$ cat src/rtl/mcu_bus_pkg.sv
`default_nettype none
// +--------------------------------------------------------------------+
// | mcu_bus_pkg                                                        |
// | Command codes, FSM state type and defaults for the MCU bus engine. |
// | Rev 1.0                                                            |
// +--------------------------------------------------------------------+
package mcu_bus_pkg;

   localparam logic [7:0] CMD_NOP          = 8'h00;
   localparam logic [7:0] CMD_GET_ID       = 8'h01;
   localparam logic [7:0] CMD_SET_ADDRESS  = 8'h02;
   localparam logic [7:0] CMD_WRITE_DATA   = 8'h03;
   localparam logic [7:0] CMD_CLEAR_STATUS = 8'h04;

   localparam logic [7:0] DEVICE_ID_DEFAULT = 8'hAE;

   typedef enum logic [1:0] {
      ST_IDLE    = 2'd0,
      ST_ADDR    = 2'd1,
      ST_WRITE   = 2'd2,
      ST_SEND_ID = 2'd3
   } mcu_bus_state_t;

endpackage
`default_nettype wire

$ cat src/rtl/mcu_bus_strobe_sync.sv
`default_nettype none
// +--------------------------------------------------------------------+
// | mcu_bus_strobe_sync                                                |
// | Two-flop synchroniser for the MCU strobe plus rising-edge pulse.   |
// | Rev 1.0                                                            |
// +--------------------------------------------------------------------+
module mcu_bus_strobe_sync
   import mcu_bus_pkg::*;
(
   input  logic sysclk,
   input  logic rst_n,
   input  logic strobe_async,
   output logic strobe_rise
);

   logic r_meta;
   logic r_sync;
   logic r_prev;

   always_ff @(posedge sysclk) begin
      if (!rst_n) begin
         r_meta <= 1'b0;
         r_sync <= 1'b0;
         r_prev <= 1'b0;
      end else begin
         r_meta <= strobe_async;
         r_sync <= r_meta;
         r_prev <= r_sync;
      end
   end

   assign strobe_rise = r_sync & ~r_prev;

endmodule
`default_nettype wire

$ cat src/rtl/mcu_bus_cmd_engine.sv
`default_nettype none
// +--------------------------------------------------------------------+
// | mcu_bus_cmd_engine                                                 |
// | MCU parallel-bus command decoder with addressed write FIFO.        |
// | Option macro: MCU_BUS_AUTOINC_EN (address increments per write).   |
// | Rev 1.0                                                            |
// +--------------------------------------------------------------------+
module mcu_bus_cmd_engine
   import mcu_bus_pkg::*;
#(
   parameter int         BUS_WIDTH  = 8,
   parameter int         ADDR_BYTES = 4,
   parameter int         FIFO_DEPTH = 8,
   parameter logic [7:0] DEVICE_ID  = DEVICE_ID_DEFAULT
)(
   input  logic                              sysclk,
   input  logic                              rst_n,
   input  logic                              mcu_strobe,
   input  logic                              mcu_cmd_data,
   input  logic [BUS_WIDTH-1:0]              mcu_data_in,
   output logic [BUS_WIDTH-1:0]              mcu_data_out,
   output logic                              mcu_data_oe,
   output logic                              cmd_strobe,
   output logic [BUS_WIDTH-1:0]              cmd_code,
   output logic                              wr_valid,
   input  logic                              wr_ready,
   output logic [ADDR_BYTES*BUS_WIDTH-1:0]   wr_addr,
   output logic [BUS_WIDTH-1:0]              wr_data,
   output logic                              overflow,
   output logic                              busy
);

   localparam int ADDR_WIDTH = ADDR_BYTES * BUS_WIDTH;
   localparam int PTR_W      = $clog2(FIFO_DEPTH);
   localparam int CNT_W      = PTR_W + 1;
   localparam int BEAT_W     = $clog2(ADDR_BYTES) + 1;

   mcu_bus_state_t r_state, w_state_nxt;

   logic                  w_beat;
   logic                  w_cmd_dec;
   logic                  w_clr_ovf;
   logic                  w_addr_beat;
   logic                  w_addr_done;
   logic                  w_push;
   logic                  w_push_ok;
   logic                  w_pop;
   logic                  w_full;
   logic [ADDR_WIDTH-1:0] w_addr_full;

   logic [ADDR_WIDTH-1:0] r_addr;
   logic [BEAT_W-1:0]     r_beat_cnt;
   logic [BUS_WIDTH-1:0]  r_cmd_code;
   logic                  r_cmd_strobe;
   logic                  r_overflow;

   logic [ADDR_WIDTH+BUS_WIDTH-1:0] r_mem [FIFO_DEPTH];
   logic [PTR_W-1:0]                r_wr_ptr;
   logic [PTR_W-1:0]                r_rd_ptr;
   logic [CNT_W-1:0]                r_count;

   mcu_bus_strobe_sync u_strobe_sync (
      .sysclk       (sysclk),
      .rst_n        (rst_n),
      .strobe_async (mcu_strobe),
      .strobe_rise  (w_beat)
   );

   // Earlier address beats sit in r_partial; the current beat completes the word.
   generate
      if (ADDR_BYTES > 1) begin : g_addr_multi
         logic [ADDR_WIDTH-BUS_WIDTH-1:0] r_partial;
         always_ff @(posedge sysclk) begin
            if (!rst_n)           r_partial <= '0;
            else if (w_addr_beat) r_partial <= w_addr_full[ADDR_WIDTH-BUS_WIDTH-1:0];
         end
         assign w_addr_full = {r_partial, mcu_data_in};
      end else begin : g_addr_single
         assign w_addr_full = mcu_data_in;
      end
   endgenerate

   always_ff @(posedge sysclk) begin
      if (!rst_n) r_state <= ST_IDLE;
      else        r_state <= w_state_nxt;
   end

   always_comb begin
      w_state_nxt = r_state;
      w_cmd_dec   = 1'b0;
      w_clr_ovf   = 1'b0;
      w_addr_beat = 1'b0;
      w_push      = 1'b0;
      if (w_beat) begin
         if (r_state == ST_SEND_ID) begin
            // The beat that ends ID readback is swallowed, whatever its kind.
            w_state_nxt = ST_IDLE;
         end else if (!mcu_cmd_data) begin
            w_cmd_dec = 1'b1;
            if (mcu_data_in == BUS_WIDTH'(CMD_GET_ID))           w_state_nxt = ST_SEND_ID;
            else if (mcu_data_in == BUS_WIDTH'(CMD_SET_ADDRESS)) w_state_nxt = ST_ADDR;
            else if (mcu_data_in == BUS_WIDTH'(CMD_WRITE_DATA))  w_state_nxt = ST_WRITE;
            else begin
               w_state_nxt = ST_IDLE;
               w_clr_ovf   = (mcu_data_in == BUS_WIDTH'(CMD_CLEAR_STATUS));
            end
         end else begin
            case (r_state)
               ST_ADDR: begin
                  w_addr_beat = 1'b1;
                  if (w_addr_done) w_state_nxt = ST_IDLE;
               end
               ST_WRITE: w_push = 1'b1;
               default:  w_push = 1'b0;
            endcase
         end
      end
   end

   assign w_addr_done = (r_beat_cnt == BEAT_W'(ADDR_BYTES - 1));

   assign w_full    = (r_count == CNT_W'(FIFO_DEPTH));
   assign w_pop     = wr_valid && wr_ready;
   assign w_push_ok = w_push && (!w_full || w_pop);

   always_ff @(posedge sysclk) begin
      if (!rst_n) begin
         r_addr       <= '0;
         r_beat_cnt   <= '0;
         r_cmd_code   <= '0;
         r_cmd_strobe <= 1'b0;
         r_overflow   <= 1'b0;
      end else begin
         r_cmd_strobe <= w_cmd_dec;
         if (w_cmd_dec) begin
            r_cmd_code <= mcu_data_in;
            r_beat_cnt <= '0;
         end else if (w_addr_beat) begin
            if (w_addr_done) begin
               r_beat_cnt <= '0;
               r_addr     <= w_addr_full;
            end else begin
               r_beat_cnt <= r_beat_cnt + BEAT_W'(1);
            end
         end
`ifdef MCU_BUS_AUTOINC_EN
         if (w_push_ok) r_addr <= r_addr + ADDR_WIDTH'(1);
`endif
         if (w_clr_ovf)                r_overflow <= 1'b0;
         else if (w_push && !w_push_ok) r_overflow <= 1'b1;
      end
   end

   always_ff @(posedge sysclk) begin
      if (w_push_ok) r_mem[r_wr_ptr] <= {r_addr, mcu_data_in};
   end

   always_ff @(posedge sysclk) begin
      if (!rst_n) begin
         r_wr_ptr <= '0;
         r_rd_ptr <= '0;
         r_count  <= '0;
      end else begin
         if (w_push_ok) r_wr_ptr <= r_wr_ptr + PTR_W'(1);
         if (w_pop)     r_rd_ptr <= r_rd_ptr + PTR_W'(1);
         case ({w_push_ok, w_pop})
            2'b10:   r_count <= r_count + CNT_W'(1);
            2'b01:   r_count <= r_count - CNT_W'(1);
            default: r_count <= r_count;
         endcase
      end
   end

   assign wr_valid            = (r_count != '0);
   assign {wr_addr, wr_data}  = wr_valid ? r_mem[r_rd_ptr] : '0;
   assign mcu_data_oe         = (r_state == ST_SEND_ID);
   assign mcu_data_out        = mcu_data_oe ? BUS_WIDTH'(DEVICE_ID) : '0;
   assign cmd_strobe          = r_cmd_strobe;
   assign cmd_code            = r_cmd_code;
   assign overflow            = r_overflow;
   assign busy                = (r_state != ST_IDLE) || wr_valid;

endmodule
`default_nettype wire

$ cat config.mk
export PLATFORM = sky130hd
export DESIGN_NAME = mcu_bus_cmd_engine
export DESIGN_NICKNAME = d
export VERILOG_FILES = /design/src/rtl/mcu_bus_pkg.sv /design/src/rtl/mcu_bus_strobe_sync.sv /design/src/rtl/mcu_bus_cmd_engine.sv
export SDC_FILE = /design/constraint.sdc
export NUM_CORES = 1
export LEC_CHECK = 0
export ABC_AREA = 1
export CAP_MARGIN = 20
export CORE_MARGIN = 4
export CORE_UTILIZATION = 35
export CTS_CLUSTER_DIAMETER = 80
export DETAILED_ROUTE_END_ITERATION = 10
export GPL_TIMING_DRIVEN = 0
export HOLD_SLACK_MARGIN = 0.05
export PLACE_DENSITY_LB_ADDON = 0.05
export SYNTH_ARGS = -nofsm -noshare
export SYNTH_HDL_FRONTEND = slang
export SYNTH_HIERARCHICAL = 1
export SYNTH_SLANG_ARGS = --single-unit
$ cat constraint.sdc
create_clock -name sysclk -period 4.4 [get_ports sysclk]
set_input_delay 0.66 -clock sysclk [delete_from_list [all_inputs] [get_ports sysclk]]
set_output_delay 0.66 -clock sysclk [all_outputs]
set_load 0.02 [all_outputs]
* Word level (Yosys, flattened, before mapping) *
Memories as Yosys holds them, arrays and structs flattened. A register that Yosys moved wholly into a read port is not among the register bits.
Index checks and enable logic that the tools add are counted.

storage, ports and cells
  bits in writable memories = 320
  memory bits (read-only) = 0
  output and inout port bits = 61
  bits in latches = 0
  bits in registers = 84
  word-level logic and storage cells = 82
  memories = 1

operators by class
  reductions and logical operators = 14
  shift-type cells = 0
  magnitude comparators = 0
  bitwise logic cells = 4
  divide/modulo/power cells = 0
  multiplexer cells = 32
  eq/ne operators = 13
  add/subtract/negate cells = 5
  $mul = 0

memories
  memory  words  width  read ports  clocked after Yosys merged registers in  write ports  line                      RTL
  r_mem   8      40     1           1                                        1            mcu_bus_cmd_engine.sv:57  logic [ADDR_WIDTH+BUS_WIDTH-1:0] r_mem [FIFO_DEPTH];

operators with widths
  kind                                                    count
  two-way mux 40 bit                                      1
  two-way mux 1 bit                                       19
  == test 8 x 2 -> 1 bit (second input constant)          2
  two-way mux 2 bit                                       7
  adder 3 x 1 -> 3 bit (second input constant)            3
  two-way mux 3 bit                                       3
  == test 8 x 1 -> 1 bit (second input constant)          1
  == test 8 x 3 -> 1 bit (second input constant)          1
  two-way mux 8 bit                                       1
  case mux 4 bit (2 select lines)                         1
  == test 2 bit (second input constant)                   3
  inequality test 3 x 1 -> 1 bit (second input constant)  2
  AND reduction 3 bit                                     2
  adder 4 x 1 -> 4 bit (second input constant)            1
  == test 2 x 1 -> 1 bit (second input constant)          2
  == test 4 bit (second input constant)                   1
  nonzero test 2 bit                                      2
  nonzero test 4 bit                                      1
  OR reduction 2 bit                                      2
  subtractor 4 x 1 -> 4 bit (second input constant)       1
  == test 3 x 2 -> 1 bit (second input constant)          1
  logical AND 1 bit                                       3
  NOT 1 bit                                               3
  zero test 1 bit                                         2
  2 further kinds                                         3

* Longest topological paths before layout *
  depth after elaboration = 8
  depth in mapped cells = 16
  gate-level depth less buffers = 16

* Cells and area by module *
Netlist, hierarchy kept.

by module, submodules not included
  module               seq. area each (um2)  times used  area each (um2)  cells each
  mcu_bus_cmd_engine   11,290.8              1           15,700.1         1,305
  mcu_bus_strobe_sync  60.1                  1           92.6             11

* Worst setup path after synthesis *
OpenSTA, ideal clock, no wires.

  kind = input to register
  from = in mcu_cmd_data
  to = mem r_mem[6][0] (netlist bit), enable pin
  data arrival time = 4.073 ns
  stages on the path = 5
  path slack = -0.160 ns
  path buffers = 0
  setup time = 0.487 ns
  required time = 3.913 ns
  cells stage by stage = nand2_1 -> nor2_1 -> nand2_1 -> or2_2 -> nor3_1

between the ends
  longest elaborated chain between the ends = 6

ends and longest elaborated chain
  what                                     line                       RTL
  from (decl)                              mcu_bus_cmd_engine.sv:19   input logic mcu_cmd_data,
  two-way mux 1 bit                        mcu_bus_cmd_engine.sv:98   end else if (!mcu_cmd_data) begin
  two-way mux 1 bit                        mcu_bus_cmd_engine.sv:95   if (r_state == ST_SEND_ID) begin
  two-way mux 1 bit                        mcu_bus_cmd_engine.sv:94   if (w_beat) begin
  logical AND 1 bit                        mcu_bus_cmd_engine.sv:124  assign w_push_ok = w_push && (!w_full || w_pop);
  two-way mux 1 bit                        mcu_bus_cmd_engine.sv:155  if (w_push_ok) r_mem[r_wr_ptr] <= {r_addr, mcu_data_in};
  two-way mux 1 bit (implied by the code)  mcu_bus_cmd_engine.sv:155
  to (decl)                                mcu_bus_cmd_engine.sv:57

Every way passes these cells.

==> results.toml <==
[worst_setup_path]
arrival_ns = 3.23
slowest_delay_ns = 0.63
start_kind = "flip-flop"
crit_chain = "clkbuf_1 -> inv_1 -> clkbuf_1 -> o21ai_0 -> nor2_1 -> clkdlybuf4s50_1"
cp_top_family = "buffers and inverters"
cpMostUsedCell = "clkbuf_1"
crit_cells = 6
worstPathMaxFanout = 10
r2r_start = "u_strobe_sync/r_sync$_SDFF_PN0_"
cp.required_ns = 3.74
r2r_cells = 9
reg2reg_setup_slack_ns = 1.79
cp_num_buf_inv = 4
end_kind = "output port"
critical_path.slowest_cell = "clkbuf_1"
criticalPathCategory = "flip-flop to output port"
r2r-end = "r_mem[3][30]$_DFFE_PP_"
cp-endpoint = "wr_addr[3]"

[sta]
max_freq_mhz = 257
finalHoldViolCount = 0
finalSetupViolations = 0
skew_ns = 0.0178
rsz0062_at_grt = "false"
whs_ns = 0.407
final-max-slew-violation-count = 0
period_share = 0.885
period_needed_ns = 3.89
worstMarginPinSlew_ns = 0.838
tns_ns = 0
slew_headroom = 0.441

[clock_tree]
post_cts_buffers = 0
cts_sinks = 407
postCtsHoldBufs = 0
clk_path_buf_depth = 3
cts_buffers = 45
h-tree-depth = 2
ctsResizeCount = 0
tritoncts = "done"
clk-insertion-delay-late_ns = 0.56
clk_pin_slew_ns = 0.06
cts-root-buf = "clkbuf_16"

[global_routing]
antenna_found_initial = 3
grt_pass1_vias = 10100
met2_usage = 0.278
grt_pass1_wl_mm = 63.9
met3_usage = 0.0347
use_met1 = 0.248
grt_overflow = 0
globalRouteTotalUtil = 0.175
busiest_layer = "met2"
grt_max_degree = 27

[pwr]
power_density_mw_per_mm2 = 617
leakagePower_nw = 6.64
irDropWorstVdd_uv = 268

[synthesis]
ys_seq_area_frac = 0.719
synth_area_mm2 = 0.0158
avgSynthCellArea_um2 = 12.0
ys_seq_elements = 407
ys.flop_type = "edfxtp_1"
yosysWarningCount = 6
async_reset_ff_frac = 0
synth_cell_type_count = 30
syn_inst = 1316
yosysTopAreaCellShare = 0.608
synth_edf_count = 320
netlist_top_cells_area = "edfxtp_1 (61%), dfxtp_1 (11%), o21ai_0 (7.6%)"
yosys.area.top_type = "edfxtp_1"

[outcome]
outcome = "finished, final reports clean"

[floorplanning]
pin_count = 74
die_w_um = 220
dieArea_mm2 = 0.0486
initial_core_util = 0.356
coreArea_mm2 = 0.0444
die_h_um = 220
num_rows = 77

[min_path]
min_path_type = "flip-flop to flip-flop"
hold_start = "u_strobe_sync/r_meta$_SDFF_PN0_"
hold_depth = 2

[placement]
placed_area_mm2 = 0.0176
port_buffers = 70
gp_congestion = 0.749
place_hpwl_mm = 28.1

[cells_and_area]
layout_common_cells = "edfxtp_1 (320), nor2_1 (269), o21ai_0 (241)"
design_area_mm2 = 0.0190
area_delta_synth_final_pct = 20.1
antennaDiodeCount = 0
final_common_cell = "edfxtp_1"
nets = 1466
drive_gt1_frac = 0.0924

[route]
postRouteAntennaNets = 0
wl_mm = 42.0
drc = 0
vias = 10100
viasPerCell = 4.88
dr.pass1.iters = 5
drt_iter0_drc = 697
wl_per_cell_um = 20.2

[flow_run]
maxCapViolCount = 0
registers in the layout, summed over array words and instances (netlist names), named ones only:
signal and cells:
r_rd_ptr 3, r_beat_cnt 3, u_strobe_sync/r_prev 1, r_state 2
r_wr_ptr 3, cmd_code 8, cmd_strobe 1, r_count 4
overflow 1, r_addr 32, r_mem 320, g_addr_multi.r_partial 24
u_strobe_sync/r_sync 1, u_strobe_sync/r_meta 1
layout make-up:
class	instances	area (µm²)
Sequential cell	407	11400
Inverter	53	199
Clock inverter	14	68.8
Multi-Input combinational cell	768	3860
Clock buffer	69	1330
Tap cell	592	741
Buffer	90	455
Timing Repair Buffer	82	966
Fill cell	4168	25400
metal layers:
| layer | vias up | part of all wire | wire, µm |
|---|---|---|---|
| met3 | 53 | 0.046 | 1940 |
| met5 | - | 0 | 0 |
| met1 | 4913 | 0.48 | 20000 |
| met2 | 194 | 0.46 | 19200 |
| li1 | 4958 | - | - |
| met4 | 0 | 0.019 | 802 |
how the worst min path moves through the flow:
stage / endpoint / slack (ns)
2_1_floorplan: u_strobe_sync/r_sync$_SDFF_PN0_ / 0.39
3_3_place_gp: u_strobe_sync/r_sync$_SDFF_PN0_ / 0.40
3_5_place_dp: u_strobe_sync/r_sync$_SDFF_PN0_ / 0.40
4_1_cts: u_strobe_sync/r_sync$_SDFF_PN0_ / 0.41
5_1_grt: u_strobe_sync/r_sync$_SDFF_PN0_ / 0.42
6_report: u_strobe_sync/r_sync$_SDFF_PN0_ / 0.41
Yosys cell counts, types with 4 or more instances:
cell type	instances
nor3_1	4
clkbuf_1	44
dfxtp_1	87
a21oi_1	61
ha_1	5
buf_4	21
o21ai_1	30
buf_2	19
nand2_1	31
mux2i_1	40
nor2_1	275
nand4_1	4
inv_1	50
nand3_1	20
o22ai_1	40
buf_1	4
o21ai_0	241
edfxtp_1	320
metrics by stage:
stage / setup slack, ns / instances / utilization / total power, mW
5_1_grt: 0.382 / 2075 / 0.427 / 12.4
6_report: 0.507 / 2075 / 0.427 / 11.7
3_5_place_dp: 1.08 / 1992 / 0.396 / 8.29
4_1_cts: 0.511 / 2075 / 0.427 / 11.9
2_1_floorplan: 0.933 / 1318 / - / 6.57
3_3_place_gp: -2.13 / 1980 / 0.388 / 8.28
worst min-delay path: cells and delay by family (launching register included):
family                 cells  cell delay [ns]
buffers and inverters      1             0.03
flip-flops                 1             0.30
AND/OR/NAND/NOR            1             0.04
report_power, final:
part,internal (mW),switching [mW]
Sequential,4.13,0.0267
Combinational,1.48,2.50
Clock,2.08,1.48
cells by family (layout without fill, tap and decap cells):
logic type                 after synthesis  after routing  share of synthesized area
AOI/OAI and AO/OA                      375            375                      0.123
muxes                                   40             40                     0.0254
buffers and inverters                  143            308                     0.0414
adders and majority gates                6              6                    0.00523
and+or+nand+nor                        343            343                     0.0859
DFF                                    407            407                      0.719
xor gates and xnor gates                 1              1                   0.000555
other                                    1              3                   0.000237
(Power assumes the default switching activity.)
